==> src/rtl/note_sched_pkg.sv <==
// Shared types and constants for the note scheduler and its LRU tracker.
package note_sched_pkg;

  typedef enum logic [1:0] {
    ST_IDLE    = 2'd0,
    ST_ISSUE   = 2'd1,
    ST_CONFIRM = 2'd2
  } state_e;

  // Wide enough to rank up to 8 voices
  localparam int RANK_W              = 3;
  localparam int DEF_CONFIRM_TIMEOUT = 4;

endpackage

==> src/rtl/note_scheduler_voice_lru.sv <==
// Per-voice load-age ranks: rank 0 is the oldest load, NUM_VOICES-1 the newest.
import note_sched_pkg::*;

module voice_lru #(
  parameter int NUM_VOICES = 3,
  parameter int TGT_W      = $clog2(NUM_VOICES)
) (
  input  logic             i_clk,
  input  logic             i_reset,
  input  logic             i_upd,
  input  logic [TGT_W-1:0] i_tgt,
  output logic [TGT_W-1:0] o_oldest
);

  logic [NUM_VOICES-1:0][RANK_W-1:0] r_rank;
  logic [RANK_W-1:0]                 w_tgt_rank;

  assign w_tgt_rank = r_rank[i_tgt];

  always_ff @(posedge i_clk) begin
    if (i_reset) begin
      for (int i = 0; i < NUM_VOICES; i++) r_rank[i] <= RANK_W'(i);
    end else if (i_upd) begin
      for (int i = 0; i < NUM_VOICES; i++) begin
        if (TGT_W'(i) == i_tgt)
          r_rank[i] <= RANK_W'(NUM_VOICES - 1);
        else if (r_rank[i] > w_tgt_rank)
          r_rank[i] <= r_rank[i] - RANK_W'(1);
      end
    end
  end

  // Ranks are a permutation, so exactly one voice holds rank 0
  always_comb begin
    o_oldest = '0;
    for (int i = 0; i < NUM_VOICES; i++)
      if (r_rank[i] == '0) o_oldest = TGT_W'(i);
  end

endmodule

==> src/rtl/note_scheduler.sv <==
// Schedules incoming notes onto free note-player voices with load confirmation.
// Optional voice stealing of the least-recently-loaded voice: NOTE_SCHED_STEAL_EN.
import note_sched_pkg::*;

module note_scheduler #(
  parameter int NUM_VOICES      = 3,
  parameter int CONFIRM_TIMEOUT = DEF_CONFIRM_TIMEOUT
) (
  input  logic                            i_clk,
  input  logic                            i_reset,
  input  logic                            i_play,
  input  logic                            i_note_valid,
  output logic                            o_note_ready,
  input  logic [5:0]                      i_note_in,
  input  logic [5:0]                      i_duration_in,
  input  logic [NUM_VOICES-1:0]           i_voice_playing,
  output logic [NUM_VOICES-1:0]           o_voice_load,
  output logic [5:0]                      o_voice_note,
  output logic [5:0]                      o_voice_duration,
  output logic [$clog2(NUM_VOICES+1)-1:0] o_active_count,
  output logic                            o_note_dropped
);

  localparam int TGT_W = $clog2(NUM_VOICES);
  localparam int CNT_W = $clog2(CONFIRM_TIMEOUT + 1);
  localparam int ACT_W = $clog2(NUM_VOICES + 1);

  state_e           r_state;
  logic [TGT_W-1:0] r_tgt;
  logic [CNT_W-1:0] r_tmr;
  logic [5:0]       r_note;
  logic [5:0]       r_dur;
  logic             r_dropped;

  logic [NUM_VOICES-1:0] w_tgt_oh;
  logic [NUM_VOICES-1:0] w_resv;
  logic [NUM_VOICES-1:0] w_free;
  logic [NUM_VOICES-1:0] w_busy;
  logic [TGT_W-1:0]      w_free_idx;
  logic [TGT_W-1:0]      w_sel;
  logic                  w_found;
  logic                  w_avail;
  logic                  w_accept;
  logic                  w_tgt_play;

  assign w_tgt_oh   = NUM_VOICES'(1) << r_tgt;
  assign w_resv     = (r_state != ST_IDLE) ? w_tgt_oh : '0;
  assign w_busy     = i_voice_playing | w_resv;
  assign w_free     = ~w_busy;
  assign w_tgt_play = |(i_voice_playing & w_tgt_oh);

  // Lowest free index wins; playing status is sampled live so a voice freeing this cycle counts
  always_comb begin
    w_found    = 1'b0;
    w_free_idx = '0;
    for (int i = NUM_VOICES - 1; i >= 0; i--) begin
      if (w_free[i]) begin
        w_found    = 1'b1;
        w_free_idx = TGT_W'(i);
      end
    end
  end

`ifdef NOTE_SCHED_STEAL_EN
  logic [TGT_W-1:0] w_oldest;

  voice_lru #(.NUM_VOICES(NUM_VOICES), .TGT_W(TGT_W)) u_lru (
    .i_clk    (i_clk),
    .i_reset  (i_reset),
    .i_upd    (r_state == ST_ISSUE),
    .i_tgt    (r_tgt),
    .o_oldest (w_oldest)
  );

  assign w_avail = 1'b1;
  assign w_sel   = w_found ? w_free_idx : w_oldest;
`else
  assign w_avail = w_found;
  assign w_sel   = w_free_idx;
`endif

  assign o_note_ready = (r_state == ST_IDLE) && i_play && w_avail;
  assign w_accept     = o_note_ready && i_note_valid;

  always_ff @(posedge i_clk) begin
    if (i_reset) begin
      r_state   <= ST_IDLE;
      r_tgt     <= '0;
      r_tmr     <= '0;
      r_note    <= '0;
      r_dur     <= '0;
      r_dropped <= 1'b0;
    end else begin
      r_dropped <= 1'b0;
      case (r_state)
        ST_IDLE: begin
          if (w_accept) begin
            r_note  <= i_note_in;
            r_dur   <= i_duration_in;
            r_tgt   <= w_sel;
            r_state <= ST_ISSUE;
          end
        end
        ST_ISSUE: begin
          r_tmr   <= '0;
          r_state <= ST_CONFIRM;
        end
        ST_CONFIRM: begin
          if (w_tgt_play) begin
            r_state <= ST_IDLE;
          end else if (r_tmr == CNT_W'(CONFIRM_TIMEOUT - 1)) begin
            r_dropped <= 1'b1;
            r_state   <= ST_IDLE;
          end else begin
            r_tmr <= r_tmr + CNT_W'(1);
          end
        end
        default: r_state <= ST_IDLE;
      endcase
    end
  end

  always_comb begin
    o_active_count = '0;
    for (int i = 0; i < NUM_VOICES; i++)
      o_active_count = o_active_count + ACT_W'(w_busy[i]);
  end

  assign o_voice_load     = (r_state == ST_ISSUE) ? w_tgt_oh : '0;
  assign o_voice_note     = r_note;
  assign o_voice_duration = r_dur;
  assign o_note_dropped   = r_dropped;

endmodule

==> config.mk <==
export PLATFORM = sky130hd
export DESIGN_NAME = note_scheduler
export DESIGN_NICKNAME = d
export VERILOG_FILES = /design/src/rtl/note_sched_pkg.sv /design/src/rtl/note_scheduler_voice_lru.sv /design/src/rtl/note_scheduler.sv
export SDC_FILE = /design/constraint.sdc
export NUM_CORES = 1
export LEC_CHECK = 0
export ABC_AREA = 1
export BUFFER_PORTS_ARGS = -buffer_cell sky130_fd_sc_hd__buf_2
export CELL_PAD_IN_SITES_DETAIL_PLACEMENT = 0
export CELL_PAD_IN_SITES_GLOBAL_PLACEMENT = 1
export CORE_ASPECT_RATIO = 0.75
export CORE_MARGIN = 2
export CORE_UTILIZATION = 37
export DETAILED_ROUTE_END_ITERATION = 10
export PLACE_DENSITY_LB_ADDON = 0.3
export RECOVER_POWER = 25
export SYNTH_ARGS = -nofsm -noshare
export SYNTH_HDL_FRONTEND = slang
export SYNTH_SLANG_ARGS = --single-unit
==> constraint.sdc <==
create_clock -name i_clk -period 3.6 [get_ports i_clk]
set_clock_uncertainty 0.1 [all_clocks]
set_input_delay 0.36 -clock i_clk [delete_from_list [all_inputs] [get_ports i_clk]]
set_output_delay 0.36 -clock i_clk [all_outputs]
set_load 0.02 [all_outputs]
==> summary.md, run 1 <==
| Metric | Value |
|---|---|
| Startpoint Class | register |
| Wire per inst | 10.2 um |
| H-tree depth | 1 |
| Die width | 69.9 um |
| Starting Density | 0.399 |
| Vias per Instance | between 4 and 5 |
| Die area | ~0.0037 mm2 |
| Achievable Freq | 462 MHz |
| Gp weighted congestion | between 0.7 and 0.8 |
| Row count | 17 |
| Leak | 0.000755 uW |
| Final wirelength | between 2000 and 3000 um |
| Critical path cell sequence | inv_1 -> nand2_1 -> nand2_1 -> nand2_2 -> fa_1 -> buf_2 |
| CP dominant cell by count | nand2_1 |
| PortBufs | 37 |
| Clock Sinks | 20 |
| Critical path arrival | 1.70 ns |
| Ratio of cells with drive above 1 in the final layout | 0.310 |
| Vias in the first global route | 1092 |
| CP delay by family, top | adder cells |
| Worst path bufs/invs | 2 |
| # setup viols final | 0 |
| 1st-pass router iterations | 4 |
| Global route total overflow | 0 |
| Worst-margin pin slew | between 0.6 and 0.7 ns |
| Antenna cells | 0 |
| Final nets | 237 |
| Finished Layout Cells | around 250 |
| Register area share after synthesis | 0.332 |
| Max-slew headroom | 0.557 |
| Total CTS buffers | 3 |
| Total number of vias | 1093 |
| Gates resized, CTS repair | 0 |
| Slack of the critical path | 1.44 ns |
| CTS Root Cell | clkbuf_8 |
| CORE AREA | 0.00302 mm2 |
| CTS tree | built |
| Crit. End Element | output port |
| Tcrit/Tclk final | 0.601 |
| Critical-path maximum fanout | 4 |
| Crit path kind | register to output port |
| Unrepaired setup endpoints after global routing | no |
| Worst-Skew Late Latency | between 0.2 and 0.3 ns |
| Remaining DRCs | 0 |
| Initial antenna violation count | 0 |
| Maximum clock path buffer count | 2 |
| Synth-to-Final Area Change | 18.2% |
| Initial DRC count | 57 |
| Avg Inst Size Synth | 6.78 um2 |
| Post-synthesis cell type count | 20 |
| Final core occ | 0.472 |
| Slowest cell on crit path | fa_1 |
| Syn_nets | 200 |
| Final Hold Fails | 0 |
| Final setup TNS | 0 ns |
| ANT nets after route | 0 |
| Hold/Removal Path Class | input pin to register |
| Max-Cap Viols | 0 |
| Final Max Tran Viols | 0 |
| Largest net degree at the start of global routing | 17 |
| Dpl cells | 248 |
| DP HPWL | roughly 1900 um |
| Die Ht | 53.4 um |
| CP Data Required Time | 3.14 ns |
| Clock slew at the register clock pins of the worst setup and hold paths | ~0.070 ns |
| Postcts setup bufs | 0 |
| Fin crit period | 2.16 ns |
| Place WS | 1.72 ns |
| Post-CTS Hold Buffers | 0 |
| Synthesized cell area | 0.00121 mm2 |
| Mapped Cells | between 150 and 200 |
| CP peak stage delay | 0.55 ns |
| Synth warnings | 0 |
| Power Dens Cells | around 360 mW/mm2 |
| Outcome | finished clean |
| Worst IR Drop VDD | ~290 uV |
| Io pins | 38 |
| First-pass GRT wire length | 4660 um |
| Register bit total from synthesis | 20 |
| GRT Util Overall | 0.158 |
| Hold Slack | 0.237 ns |
==> registers in the layout, indices dropped and copies added (netlist names) <==
| signal | count |
|---|---|
| o_voice_note | 6 |
| o_note_dropped | 1 |
| r_tmr | 3 |
| o_voice_duration | 6 |
| r_state | 2 |
| r_tgt | 2 |
==> worst paths after layout <==
path         startpoint           endpoint  slack (ns)  cells after the start
max          r_state[0]  o_active_count[0]        1.44                      6
min             i_reset           r_tmr[1]        0.24                      2
min reg2reg    r_tmr[2]           r_tmr[2]        0.37                      2
max reg2reg  r_state[0]    o_voice_note[4]        1.76                      7
==> cell families after synthesis <==
| family | after synthesis | share of synthesized area |
|---|---|---|
| AO/OA/AOI/OAI | 5 | 0.0207 |
| flip-flops | 20 | 0.332 |
| buffers and inverters | 56 | 0.196 |
| AND/OR/NAND/NOR | 94 | 0.414 |
| adder cells (fa/ha/maj) | 3 | 0.0373 |
==> per-layer routing <==
layer  GRT usage  wire (um)
met1       0.194       1250
met2       0.263       1090
met3      0.0552        205
met4      0.0449         21
met5           0          0
==> area by class of cell <==
| class | count | area (um2) |
|---|---|---|
| repair buffers | 37 | 175 |
| multi-input cells | 102 | 569 |
| flip-flops and latches | 20 | 400 |
| fillers | 327 | 1600 |
| well taps | 38 | 47.5 |
| clock buffers | 3 | 41.3 |
| inverters | 51 | 191 |
==> stage by stage <==
| step | cell area [um2] | power [uW] |
|---|---|---|
| CTS | 1440 | 530 |
| global route | 1430 | 556 |
| detailed placement | 1390 | 386 |
| finish | 1430 | 519 |
| global placement | 1390 | 383 |
| floorplan | 1210 | 353 |
==> synthesized netlist by cell type <==
cell type  instances  share of area
inv_2              9          0.028
nor2_2            11          0.057
o21ai_0            2         0.0083
buf_6              1         0.0093
nor2_1            12          0.037
inv_1             42           0.13
a21oi_1            3          0.012
nand3_4            2          0.029
ha_1               2          0.021
nand2_4            3          0.028
dfxtp_1           20           0.33
nand2_1           34           0.11
nand3_1            5          0.021
nand4_1           14          0.073
fa_1               1          0.017
nor3_1             4          0.017
buf_2              2         0.0083
nand2_2            9          0.047
buf_12             1          0.017
clkbuf_1           1         0.0031
==> where the power goes <==
part / internal (uW) / switching, uW
clock: 74.3 / 66.1
combinational: 45.8 / 90.5
sequential: 235 / 7.83
==> cell usage in the layout (no fill, tap or decap), types with 5 or more instances in the layout <==
cell	count
nor2_2	11
nand3_1	5
nand4_1	14
nand2_1	34
dfxtp_1	20
buf_2	29
nand2_2	9
nor2_1	12
clkbuf_1	8
inv_1	42
inv_2	9
Power figures use the tool's default switching activity.
==> run 2, diff against run 1 <==
--- a/config.mk
+++ b/config.mk
@@ -5,13 +5,13 @@
 export SDC_FILE = /design/constraint.sdc
 export NUM_CORES = 1
 export LEC_CHECK = 0
-export ABC_AREA = 1
+export ABC_AREA = 0
 export BUFFER_PORTS_ARGS = -buffer_cell sky130_fd_sc_hd__buf_2
 export CELL_PAD_IN_SITES_DETAIL_PLACEMENT = 0
 export CELL_PAD_IN_SITES_GLOBAL_PLACEMENT = 1
 export CORE_ASPECT_RATIO = 0.75
 export CORE_MARGIN = 2
-export CORE_UTILIZATION = 37
+export CORE_UTILIZATION = 33
 export DETAILED_ROUTE_END_ITERATION = 10
 export PLACE_DENSITY_LB_ADDON = 0.3
 export RECOVER_POWER = 25
==> constraint.sdc (replaced) <==
create_clock -name i_clk -period 1.75 [get_ports i_clk]
set_clock_uncertainty 0.1 [all_clocks]
set_input_delay 0.175 -clock i_clk [delete_from_list [all_inputs] [get_ports i_clk]]
set_output_delay 0.175 -clock i_clk [all_outputs]
set_load 0.02 [all_outputs]
==> run 2 against run 1 <==
  * The run now ends with setup timing left
  * Clock-buffer cell count grew 1
  * Area after synthesis shrank 8.9%
  * Worst hold slack lost 0.16 ns
  * Sequential power grew 100%
  * Via count shrank 20%
  * Critical endpoint unchanged
==> summary.md, run 2 <==
| Metric | Value |
|---|---|
| Flop-to-flop setup slack | 0.04 ns (-1.72 ns) |
| Final wirelength | 2300 um (-10%) |
| Largest family of logic cells by synthesized area | simple AND/OR/NAND/NOR gates |
| Design area | 0.00143 mm2 (+0.53%) |
| Reg2reg path depth | 5 (-2) |
| Die width | 70.6 um (+0.99%) |
| Largest net degree at the start of global routing | 30 (+13) |
| Vias in the first global route | 775 (-29%) |
| Tcrit/Tclk final | 1.07 |
| Hold/Removal Path Class | input pin to register |
| Worst IR Drop VDD | 412 uV (+41%) |
| Remaining DRCs | 0 (unchanged) |
| GRT Util Overall | 0.121 (-0.0364) |
| Total CTS buffers | 3 (unchanged) |
| Final Hold Fails | 0 (unchanged) |
| Dpl cells | 185 (-25%) |
| Worst-margin pin slew | 0.361 ns (-0.303 ns) |
| Io pins | 38 (unchanged) |
| Row count | 18 (+1) |
| Post-synthesis mux area share | 0.155 (+0.155) |
| Global route total overflow | 0 (unchanged) |
| Final Max Tran Viols | 0 (unchanged) |
| Clock slew at the register clock pins of the worst setup and hold paths | 0.07 ns (about the same) |
| Final nets | 173 (-27%) |
| Wire per inst | 12.1 um (+19%) |
| Synth warnings | 0 (unchanged) |
| Register bit total from synthesis | 20 (unchanged) |
| Leak | 0.000593 uW (-21%) |
| Ys flop type | dfxtp_1 |
| 1st-pass router iterations | 3 (-1) |
| Power Dens Cells | 729 mW/mm2 (+100%) |
| Achievable Freq | 535 MHz |
| Total number of vias | 877 (-20%) |
| Post-synth top cells | 27 x nand2b_1, 20 x dfxtp_1, 14 x mux2i_1 |
| Synthesized cell area | 0.00110 mm2 (-8.9%) |
| DP HPWL | 1640 um (-15%) |
| Unrepaired setup endpoints after global routing | yes |
| CP delay by family, top | adder cells |
| Die Ht | 54.0 um (+0.97%) |
| First-pass GRT wire length | 3590 um (-23%) |
| Max-Cap Viols | 0 (unchanged) |
| Clock Sinks | 20 (unchanged) |
| Slack of the critical path | -0.119 ns (-1.56 ns) |
| Number of synthesized flops with an enable pin | 0 (unchanged) |
| Worst path bufs/invs | 1 (-1) |
| Die area | 0.00381 mm2 (+2.0%) |
| Initial DRC count | 16 (-72%) |
| Synth Area in Compound Gates | 0.101 (+0.0806) |
| Synth-to-Final Area Change | 30.4% |
| Filler cell count | 327 (unchanged) |
| Maximum clock path buffer count | 2 (unchanged) |
| Simple-gate area share of the yosys netlist | 0.288 (-0.126) |
| Avg Inst Size Synth | 10.2 um2 (+50%) |
| Worst-Skew Late Latency | 0.25 ns (about the same) |
| Hold Path Depth | 3 (+1) |
| Dpl cell area | 0.00135 mm2 (-3.3%) |
| Final setup TNS | -0.138 ns (-0.138 ns) |
| Critical path depth in cells | 5 (-1) |
| Violated checks | setup timing |
| Crit path kind | register to output port |
| Cell accounting for the most synthesized area | dfxtp_1 |
| Max-slew headroom | 0.760 (+0.203) |
| Antenna cells | 0 (unchanged) |
| Adder-Cell Fraction of Synth Area | 0.0410 (+0.00366) |
| CP Data Required Time | 1.47 ns (-1.67 ns) |
| CORE AREA | 0.00324 mm2 (+7.4%) |
| Critical path cell sequence | nor2_4 -> nor2_1 -> a21o_1 -> fa_1 -> buf_6 |
| ANT nets after route | 0 (unchanged) |
| Post-Synth XOR/XNOR Area | 0 (unchanged) |
| Critical-path maximum fanout | 5 (+1) |
| Commonest non-fill, non-tap cell in the layout | nand2b_1 |
| R2R Path Start | r_tmr[0] |
| Synth area leaders | dfxtp_1 36%, nand2b_1 15%, mux2i_1 13%, mux2_4 2.7%, nor3b_1 2.7% |
| CTS Root Cell | clkbuf_8 |
| Most numerous cell in the Yosys netlist | nand2b_1 |
| Share of synthesized registers carrying an async set or reset | 0 (unchanged) |
| Outcome | finished, violations left |
| Slowest cell on crit path | fa_1 |
| CTS tree | built |
| Worst r2r dst | r_tmr[0] |
| Ratio of cells with drive above 1 in the final layout | 0.347 (+0.0368) |
| Startpoint Class | register |
| Syn_nets | 130 (-35%) |
| Hold path endpoint | o_voice_duration[3] |
| Critical path arrival | 1.59 ns (-0.11 ns) |
| H-tree depth | 1 (unchanged) |
| Vias per Instance | 4.62 (+6.0%) |
| Starting Density | 0.339 (-0.0606) |
| Yosys top cell area share | 0.364 (+0.0325) |
| Mapped Cells | 108 (-39%) |
| PortBufs | 37 (unchanged) |
| Gp weighted congestion | 0.764 (+0.83%) |
| Place WS | -0.00255 ns (-1.72 ns) |
| Most frequent cells in the layout | 27 x nand2b_1, 26 x buf_2, 17 x dfxtp_1 |
| Finished Layout Cells | 190 (-24%) |
| # setup viols final | 2 (+2) |
| Register area share after synthesis | 0.364 (+0.0325) |
| Hold_sp | i_duration_in[3] |
| Initial antenna violation count | 0 (unchanged) |
| Crit. End Element | output port |
| Fin crit period | 1.87 ns |
| CP peak stage delay | 0.50 ns (-0.05 ns) |
| Post-synthesis cell type count | 32 (+60%) |
[run 2: cell count changes after synthesis, moves of 11 or more]
cell | previous run | this run
inv_1 | 42 | 3
nand2_1 | 34 | 2
nand2b_1 | 0 | 27
mux2i_1 | 0 | 14
nand4_1 | 14 | 0
nor2_2 | 11 | 0
[run 2: worst min-delay path, cell delays in order]
cell,delay (ns)
buf_2,0.09
nand2b_1,0.05
mux2i_1,0.06
[run 2: worst max path at each step]
| stage | startpoint | to |
|---|---|---|
| after global placement | r_tmr[0] | r_tmr[0] |
| after detailed placement | r_tmr[0] | r_tmr[2] |
| after floorplan | r_tmr[0] | r_tmr[0] |
| after global routing | r_state[1] | o_active_count[0] |
| after CTS | r_state[0] | o_active_count[0] |
| final | r_state[1] | o_active_count[0] |
[run 2: what timing repair did]
item / in CTS / in global routing
endpoints found under the setup margin: 4 / 2
pin swaps: 1 / 1
hold buffers: 0 / 0
setup buffers: 1 / 0
gates resized for setup: 7 / 4
[run 2: layout make-up]
| cell class | count | area [um2] | share of cell area |
|---|---|---|---|
| multi-input combinational | 79 | 661 | 0.461 |
| sequential | 20 | 404 | 0.282 |
| timing repair buffer | 44 | 251 | 0.176 |
| clock buffer | 4 | 55.1 | 0.0384 |
| tap | 40 | 50.0 | 0.0349 |
| inverter | 3 | 11.3 | 0.00786 |
[run 2: logic make-up (layout without fill, tap and decap cells)]
kind of cell,count (synthesis),after routing
simple gates,47,47
flops,20,20
mux,16,16
compound gates,13,13
buf+inv,9,51
fa+ha+maj,3,3
[run 2: layer usage]
layer / up-vias / global-route usage / part of all wire
li1: 453 / - / -
met1: 404 / 0.148 / 0.49
met2: 18 / 0.206 / 0.46
met4: 0 / 0.0283 / 0.0052
met3: 2 / 0.0468 / 0.052
met5: - / 0 / 0
[run 2: per-stage QoR]
step / power [uW] / util / hold slack [ns]
2_1_floorplan: 627 / - / 0.230
3_3_place_gp: 691 / 0.416 / 0.337
3_5_place_dp: 696 / 0.416 / 0.348
4_1_cts: 1060 / 0.442 / 0.0654
5_1_grt: 1100 / 0.442 / 0.0782
6_report: 1040 / 0.442 / 0.0722
[run 2: power breakdown]
group          total [uW]  switching, uW  internal (uW)
clock network         343            143            200
registers             490           14.5            475
logic                 211            109            102
total                1040            267            777
